[config.mk]
export PLATFORM = sky130hd
export DESIGN_NAME = if_fetch_stage
export DESIGN_NICKNAME = d
export VERILOG_FILES = /design/src/rtl/if_pkg.sv /design/src/rtl/if_pc_gen.sv /design/src/rtl/if_fetch_stage.sv
export SDC_FILE = /design/constraint.sdc
export NUM_CORES = 1
export LEC_CHECK = 0
export CORE_MARGIN = 2
export CORE_UTILIZATION = 31
export DETAILED_ROUTE_END_ITERATION = 8
export SYNTH_ARGS = -nofsm -noshare
export SYNTH_HDL_FRONTEND = slang
export SYNTH_HIERARCHICAL = 1
export SYNTH_SLANG_ARGS = --single-unit
[constraint.sdc]
create_clock -name CLK -period 2.2 [get_ports CLK]
set_input_delay 0.33 -clock CLK [delete_from_list [all_inputs] [get_ports CLK]]
set_output_delay 0.33 -clock CLK [all_outputs]
set_load 0.005 [all_outputs]
[src/rtl/if_pkg.sv]
// Shared types and constants for the instruction-fetch stage.
package if_pkg;

    typedef enum logic [1:0] {
        BOOT  = 2'd0,
        FETCH = 2'd1,
        HOLD  = 2'd2,
        DRAIN = 2'd3
    } if_state_e;

    // Source selection for the next PC value.
    typedef enum logic [1:0] {
        PC_KEEP     = 2'd0,
        PC_START    = 2'd1,
        PC_REDIRECT = 2'd2,
        PC_STEP     = 2'd3
    } pc_sel_e;

    localparam logic [31:0] NOP_INSTR      = 32'h0;
    localparam int          DEFAULT_PC_INC = 4;

endpackage

[src/rtl/if_pc_gen.sv]
// PC register with boot/redirect/sequential next-PC selection.
// The sequential adder wraps modulo 2^ADDR_W; no alignment is enforced.
module if_pc_gen
    import if_pkg::*;
#(
    parameter int ADDR_W = 32,
    parameter int PC_INC = DEFAULT_PC_INC
) (
    input  logic              clk,
    input  logic              rst_n,
    input  pc_sel_e           sel,
    input  logic [ADDR_W-1:0] start_pc,
    input  logic [ADDR_W-1:0] redirect_pc,
    output logic [ADDR_W-1:0] pc,
    output logic [ADDR_W-1:0] pc_plus
);

    logic [ADDR_W-1:0] pc_next;

    assign pc_plus = pc + ADDR_W'(PC_INC);

    always_comb begin
        // NOTE: default assigned first so no path leaves pc_next unassigned (no latch).
        pc_next = pc;
        unique case (sel)
            PC_KEEP:     pc_next = pc;
            PC_START:    pc_next = start_pc;
            PC_REDIRECT: pc_next = redirect_pc;
            PC_STEP:     pc_next = pc_plus;
        endcase
    end

    // NOTE: registers use non-blocking assignment so all flops update together.
    always_ff @(posedge clk or negedge rst_n) begin
        if (!rst_n) begin
            pc <= '0;
        end else begin
            pc <= pc_next;
        end
    end

endmodule

[src/rtl/if_fetch_stage.sv]
// Instruction-fetch stage: fetch FSM, hold buffer, drain tracking and IF/ID register.
// Optional performance counters are compiled in when IF_PERF_CNT_EN is defined.
module if_fetch_stage
    import if_pkg::*;
#(
    parameter int ADDR_W  = 32,
    parameter int INSTR_W = 32,
    parameter int PC_INC  = DEFAULT_PC_INC
) (
    input  logic               CLK,
    input  logic               Reset_L,
    input  logic [ADDR_W-1:0]  startPC,
    output logic               imemReq,
    output logic [ADDR_W-1:0]  imemAddr,
    input  logic               imemAck,
    input  logic [INSTR_W-1:0] imemData,
    input  logic               stall,
    input  logic               redirect,
    input  logic [ADDR_W-1:0]  redirectPC,
    output logic               ifidValid,
    output logic [INSTR_W-1:0] ifidInstr,
    output logic [ADDR_W-1:0]  ifidPC,
    output logic [ADDR_W-1:0]  ifidPCPlus4
`ifdef IF_PERF_CNT_EN
    ,
    output logic [31:0]        fetchCount,
    output logic [31:0]        bubbleCount
`endif
);

    if_state_e          state;
    if_state_e          state_next;
    pc_sel_e            pc_sel;
    logic [ADDR_W-1:0]  pc;
    logic [ADDR_W-1:0]  pc_plus;

    logic [INSTR_W-1:0] hold_instr;
    logic [ADDR_W-1:0]  hold_pc;
    logic [ADDR_W-1:0]  hold_pc_plus;
    logic [ADDR_W-1:0]  drain_addr;

    logic can_accept;
    logic consume;
    logic load_mem;
    logic load_hold;
    logic clear_valid;
    logic capture_hold;
    logic capture_drain;

    if_pc_gen #(
        .ADDR_W (ADDR_W),
        .PC_INC (PC_INC)
    ) u_pc_gen (
        .clk         (CLK),
        .rst_n       (Reset_L),
        .sel         (pc_sel),
        .start_pc    (startPC),
        .redirect_pc (redirectPC),
        .pc          (pc),
        .pc_plus     (pc_plus)
    );

    assign consume    = ifidValid && !stall;
    assign can_accept = !ifidValid || !stall;

    // DRAIN keeps presenting the abandoned address until memory acknowledges it.
    assign imemReq  = (state == FETCH) || (state == DRAIN);
    assign imemAddr = (state == DRAIN) ? drain_addr : pc;

    always_ff @(posedge CLK or negedge Reset_L) begin
        if (!Reset_L) begin
            state <= BOOT;
        end else begin
            state <= state_next;
        end
    end

    always_comb begin
        state_next    = state;
        pc_sel        = PC_KEEP;
        load_mem      = 1'b0;
        load_hold     = 1'b0;
        clear_valid   = 1'b0;
        capture_hold  = 1'b0;
        capture_drain = 1'b0;
        unique case (state)
            BOOT: begin
                pc_sel     = PC_START;
                state_next = FETCH;
            end
            FETCH: begin
                if (redirect) begin
                    clear_valid = 1'b1;
                    pc_sel      = PC_REDIRECT;
                    if (!imemAck) begin
                        capture_drain = 1'b1;
                        state_next    = DRAIN;
                    end
                end else if (imemAck) begin
                    pc_sel = PC_STEP;
                    if (can_accept) begin
                        load_mem = 1'b1;
                    end else begin
                        capture_hold = 1'b1;
                        state_next   = HOLD;
                    end
                end else if (consume) begin
                    clear_valid = 1'b1;
                end
            end
            HOLD: begin
                if (redirect) begin
                    clear_valid = 1'b1;
                    pc_sel      = PC_REDIRECT;
                    state_next  = FETCH;
                end else if (!stall) begin
                    load_hold  = 1'b1;
                    state_next = FETCH;
                end
            end
            DRAIN: begin
                if (redirect) begin
                    clear_valid = 1'b1;
                    pc_sel      = PC_REDIRECT;
                end
                if (imemAck) begin
                    state_next = FETCH;
                end
            end
        endcase
    end

    always_ff @(posedge CLK or negedge Reset_L) begin
        if (!Reset_L) begin
            hold_instr   <= INSTR_W'(NOP_INSTR);
            hold_pc      <= '0;
            hold_pc_plus <= '0;
            drain_addr   <= '0;
        end else begin
            if (capture_hold) begin
                hold_instr   <= imemData;
                hold_pc      <= pc;
                hold_pc_plus <= pc_plus;
            end
            if (capture_drain) begin
                drain_addr <= pc;
            end
        end
    end

    // Contents stay frozen unless a load or a flush/consume explicitly touches them.
    always_ff @(posedge CLK or negedge Reset_L) begin
        if (!Reset_L) begin
            ifidValid   <= 1'b0;
            ifidInstr   <= INSTR_W'(NOP_INSTR);
            ifidPC      <= '0;
            ifidPCPlus4 <= '0;
        end else if (load_mem) begin
            ifidValid   <= 1'b1;
            ifidInstr   <= imemData;
            ifidPC      <= pc;
            ifidPCPlus4 <= pc_plus;
        end else if (load_hold) begin
            ifidValid   <= 1'b1;
            ifidInstr   <= hold_instr;
            ifidPC      <= hold_pc;
            ifidPCPlus4 <= hold_pc_plus;
        end else if (clear_valid) begin
            ifidValid <= 1'b0;
        end
    end

`ifdef IF_PERF_CNT_EN
    always_ff @(posedge CLK or negedge Reset_L) begin
        if (!Reset_L) begin
            fetchCount  <= '0;
            bubbleCount <= '0;
        end else begin
            if (load_mem || load_hold) begin
                fetchCount <= fetchCount + 32'd1;
            end
            if ((state != BOOT) && !ifidValid) begin
                bubbleCount <= bubbleCount + 32'd1;
            end
        end
    end
`endif

endmodule

# Word-level counts from Yosys, hierarchy flattened
# Cells that the tools add are included.
[word_totals] ff_bits=259 input_bits=101 out_inout_bits=130
[op_classes] addsub=1 eq_ne=11 muxes=42 n_reduce_logical=11
[op_table] cell="2-to-1 mux 32 bit" count=7
[op_table] cell="case mux 32 bit (3 select lines)" count=1
[op_table] cell="adder 32 x 3 -> 32 bit, second input constant" count=1
[op_table] cell="2-to-1 mux 1 bit" count=21
[op_table] cell="2-to-1 mux 2 bit" count=10
[op_table] cell="inequality test 3 bit, second input constant" count=4
[op_table] cell="== test 2 bit, second input constant" count=4
[op_table] cell="case mux 2 bit (4 select lines)" count=1
[op_table] cell="case mux 2 bit (3 select lines)" count=1
[op_table] cell="AND reduction 5 bit" count=1
[op_table] cell="== test 2 x 1 -> 1 bit, second input constant" count=2
[op_table] cell="logical NOT 2 bit" count=2
[op_table] cell="nonzero test 3 bit" count=1
[op_table] cell="logical NOT 1 bit" count=2
[op_table] cell="logical OR 1 bit" count=2
[op_table] cell="inequality test 2 bit, second input constant" count=1
[op_table] cell="case mux 1 bit (2 select lines)" count=1
[op_table] cell="nonzero test 2 bit" count=1
[op_table] cell="OR reduction 2 bit" count=1
[op_table] cell="logical AND 1 bit" count=1

# Logic depth before layout (Yosys ltp)
[depth] word_depth=9 ltp_mapped=11 ltp_nobuf=8

# Cells and area by module
# Netlist, hierarchy kept.
[modules_own_cells] module="if_fetch_stage" instances=1 cells_per_inst=655 area_per_inst_um2=9526.6 seq_area_each_um2=5680.4
[modules_own_cells] module="if_pc_gen" instances=1 cells_per_inst=342 area_per_inst_um2=2741.4 seq_area_each_um2=800.8

# Least setup slack after synthesis
# Ideal clock, no wire load.
[synth_path] kind="reg2reg" from="register u_pc_gen.pc[2]" to="register ifidPCPlus4[22]" setup_time_ps=126 arrival_time_ps=2252 slack_ps=-178 path_stages_with_launch=7 cell_sequence="dfrtp_1 > ha_1 > nand3_1 > or4_4 > or3_1 > xnor2_1 > a221o_1"
[synth_between] elab_chain_len=2
[synth_rtl] element="start, declared" line_no="if_pc_gen.sv:14" text="output logic [ADDR_W-1:0] pc,"
[synth_rtl] element="start signal, assigned" line_no="if_pc_gen.sv:38" text="pc <= pc_next;"
[synth_rtl] element="adder 32 x 3 -> 32 bit" line_no="if_pc_gen.sv:20" text="assign pc_plus = pc + ADDR_W'(PC_INC);"
[synth_rtl] element="via pc_plus[22]" line_no="if_fetch_stage.sv:35" text="logic [ADDR_W-1:0] pc_plus;"
[synth_rtl] element="2-to-1 mux 32 bit" line_no="if_fetch_stage.sv:158" text="end else if (load_mem) begin"
[synth_rtl] element="end signal, assigned" line_no="if_fetch_stage.sv:162" text="ifidPCPlus4 <= pc_plus;"
[synth_rtl] element="end signal, assigned" line_no="if_fetch_stage.sv:167" text="ifidPCPlus4 <= hold_pc_plus;"
[synth_rtl] element="end, declared" line_no="if_fetch_stage.sv:23" text="output logic [ADDR_W-1:0] ifidPCPlus4"
# The timed path passes the listed nets, and every way through them passes these cells.
# A chain may end at the register's enable or synchronous reset.

# Final worst setup path
[layout_path] from="register state[1]" to="output imemAddr[18]"
[layout_between] elab_chain_len=2
[layout_rtl] element="start, declared" line_no="if_fetch_stage.sv:31" text="if_state_e state;"
[layout_rtl] element="start signal, assigned" line_no="if_fetch_stage.sv:74" text="state <= state_next;"
[layout_rtl] element="== test 2 bit" line_no="if_fetch_stage.sv:68" text="assign imemAddr = (state == DRAIN) ? drain_addr : pc;"
[layout_rtl] element="2-to-1 mux 32 bit" line_no="if_fetch_stage.sv:68"
[layout_rtl] element="end, declared" line_no="if_fetch_stage.sv:14" text="output logic [ADDR_W-1:0] imemAddr,"
# No other way between the ends.

==> results.py <==
metrics = {
    "drt": {
        "wl_per_cell_um": 20.9,
        "drc_errors": 0,
        "vias_after_detailed_routing": 9453,
        "detailedRoute.firstPassIterationCount": 5,
        "postRouteWirelength_um": 38200,
        "detail-route-antenna-nets": 0,
        "post_drt_via_cell_ratio": 5.18,
        "dr.first_iter.drc_count": 587,
    },
    "grt": {
        "grt_max_degree": 61,
        "wire_length_of_the_first_global_routing_pass_um": 58800,
        "grt_antenna_before_repair": 1,
        "total_grt_usage_pct": 18.2,
        "grt_remaining_overflow": 0,
        "first_global_vias": 9812,
    },
    "logic_synthesis": {
        "postSynthRegisterBits": 259,
        "netlist-cell-type-count": 68,
        "mappedNetlistArea_um2": 12300,
        "yosysMostFrequentCell": "dfrtp_1",
        "synth_commonest_cells": "259 x dfrtp_1, 159 x mux2_2, 99 x a221o_1",
        "synth-warning-count": 6,
        "syn_area_per_cell_um2": 12.3,
        "synth-edff-count": 0,
        "synth-main-ff-cell": "dfrtp_1",
        "synth_cells": 997,
        "synth_top_area_cell": "dfrtp_1",
        "yosys-top-cells-area": "dfrtp_1 53%, mux2_2 15%, a221o_1 8.1%",
        "synth_seq_area_share_pct": 52.8,
        "synth_top_area_share_pct": 52.8,
        "async_reset_ff_share_pct": 100,
        "postSynthNetCount": 1102,
    },
    "sta": {
        "max_slew_margin_pct": 72.2,
        "clock_skew_ps": 13.7,
        "finalSetupTns_ps": -659,
        "timing.final.ws_setup_ps": -75.0,
        "finalSetupViolCount": 15,
        "timing.final.hold_violations": 0,
        "max_slew.worst_pin.slew_ps": 414,
        "timing.final.crit_share_pct": 103,
        "fin_hold_ws_ps": 260,
        "final_max_slew_violation_count": 0,
        "grt_setup_unrepaired": "true",
        "min_period_ps": 2270,
        "maximum_achievable_frequency_mhz": 440,
    },
    "floorplanning": {
        "core_area_um2": 38800,
        "top_ports": 231,
        "die_height_um": 203,
        "initial_core_util_pct": 31.6,
        "die_footprint_um2": 41200,
        "floorplan.die.width_um": 203,
        "std_cell_rows": 72,
    },
    "worst_setup_path": {
        "cp-end-kind": "output pin",
        "worstSetupStartpointType": "flop",
        "kind_of_critical_path": "reg2out",
        "critical_path.cell_chain": "buf_6 > nand2_8 > buf_12 > buf_12 > buf_16 > mux2_4 > buf_6",
        "critical_path.max_stage_delay_ps": 400,
        "critical_path_rt_ps": 1870,
        "critPathArrivalTime_ps": 1940,
        "highest_fanout_seen_on_the_critical_path": 5,
        "crit_slowest_cell": "dfrtp_1",
    },
    "layout": {
        "drive_above_1_share_pct": 30.2,
        "nets": 1386,
        "layout.cells.non_filler": 1824,
        "fill_cells": 3542,
        "final_core_util_pct": 44.3,
        "area.growth.synth_to_final_pct": 40.3,
    },
    "cts": {
        "clock-sinks": 259,
        "path_clk_slew_ps": 60,
        "buffer_depth_of_the_longest_clock_path": 3,
        "clk-insertion-delay-late_ps": 560,
        "clk_root_buffer_cell": "clkbuf_16",
        "cts_tree": "yes",
        "cts-htree-levels": 1,
        "cts-buffers-inserted": 30,
    },
    "place": {
        "total_instance_count_after_detailed_placement": 1756,
        "routabilityCongestion": 0.832,
        "place.port_buffers": 230,
        "detailed_place_hpwl_um": 25900,
    },
    "power": {
        "worst_ir_drop_on_vdd_v": 0.000585,
        "power_per_cell_area_nw_per_um2": 993,
        "power_leakage_nw": 7.41,
    },
    "flow_run": {
        "max_cap_viols": 0,
    },
    "outcome": {
        "run_status": "complete, but fails checks",
        "failing_checks": "setup timing",
    },
    "worst_hold_path": {
        "worstHoldPathType": "in2async",
    },
}
sequential cells by signal, indices dropped and copies added, names as in the netlist:
| signal | cells |
|---|---|
| hold_pc_plus | 32 |
| ifidInstr | 32 |
| ifidValid | 1 |
| ifidPC | 32 |
| hold_pc | 32 |
| ifidPCPlus4 | 32 |
| drain_addr | 32 |
| hold_instr | 32 |
| u_pc_gen/pc | 32 |
| state | 2 |
through the flow:
stage | setup WS (ps) | instance area, µm² | total power [W]
floorplan | -25.8 | 12300 | 0.00906
global placement | -381 | 15900 | 0.0117
detailed placement | -413 | 15900 | 0.0118
CTS | -126 | 17200 | 0.0173
global route | -145 | 17200 | 0.0180
finish | -75.0 | 17200 | 0.0171
layout by cell type, fill, tap and decap left out, types with 4 or more instances in the layout:
cell type        instances
dfrtp_1                254
clkdlybuf4s50_1        197
mux2_2                 133
a221o_1                 99
and2_1                  97
buf_4                   73
nand2_1                 41
clkbuf_16               32
mux2_4                  26
buf_12                  23
a21oi_1                 18
buf_6                   18
xnor2_1                 18
o21ai_0                 18
a22oi_1                 16
nor2_1                  14
inv_1                   10
buf_2                   10
nor3_1                  10
nand3_1                 10
nand2b_1                 9
o22ai_1                  9
a22o_1                   8
a31oi_1                  8
clkbuf_8                 7
clkbuf_2                 7
nor4_1                   7
clkinv_2                 6
clkbuf_1                 6
xor2_1                   6
mux2i_1                  5
dfrtp_2                  5
nand4_1                  5
and3_1                   5
and4_1                   4
or3b_2                   4
a311o_1                  4
ha_4                     4
layout make-up:
cell class	instances	area, µm²	area share, %
Antenna cell	1	2.50	0.0145
Clock buffer	44	895	5.20
Clock inverter	12	143	0.829
Inverter	13	48.8	0.283
Multi-Input combinational cell	642	5590	32.5
Sequential cell	259	6490	37.7
Tap cell	518	648	3.77
Timing Repair Buffer	335	3400	19.8
worst paths after layout:
path / from / endpoint / slack (ps) / cells past startpoint
min reg2reg: drain_addr[6] / drain_addr[6] / 490 / 1
max reg2reg: state[1] / u_pc_gen/pc[31] / 0 / 10
max: state[1] / imemAddr[18] / -70 / 7
min: Reset_L / hold_instr[25] / 260 / 2
max in group asynchronous: Reset_L / ifidPC[4] / 1240 / 3
min in group CLK: imemData[22] / ifidInstr[22] / 420 / 2
routing by layer:
layer	GRT usage, %	wire length (µm)	part of all wire (%)
met1	26.1	17600	46
met2	28.4	17300	45
met3	3.55	2420	6.3
met4	4.46	851	2.2
met5	0	0	0
worst max-delay path: cells and delay by family, from the launching register on:
kind | cells | cell delay [ps]
flops | 1 | 400
buf+inv | 5 | 600
simple gates | 1 | 80
mux | 1 | 310
report_power, final:
group | leakage, nW | internal, W | switching (W)
Clock | 0.506 | 0.00315 | 0.00203
Combinational | 3.66 | 0.00304 | 0.00186
Sequential | 3.24 | 0.00614 | 0.000857
cell families (layout without fill, tap and decap cells):
| logic type | Yosys count | in the layout | synth area share, % |
|---|---|---|---|
| multiplexers | 165 | 165 | 15.1 |
| flip-flops | 259 | 259 | 52.8 |
| XOR/XNOR | 26 | 26 | 1.86 |
| other | 0 | 1 | 0 |
| adder cells (fa/ha/maj) | 4 | 4 | 0.408 |
| buffers and inverters | 96 | 404 | 3.80 |
| AO/OA/AOI/OAI | 212 | 212 | 14.5 |
| AND/OR/NAND/NOR | 235 | 235 | 11.5 |
what timing repair did:
action | in CTS | in global routing
hold buffers | 1 | 0
buffers inserted | 7 | 1
resized for setup | 167 | 27
endpoints found under the hold margin | 38 | 0
setup endpoints to repair | 33 | 64
gates cloned | 4 | 1
pin swaps | 1 | 2
(Power assumes the default switching activity.)
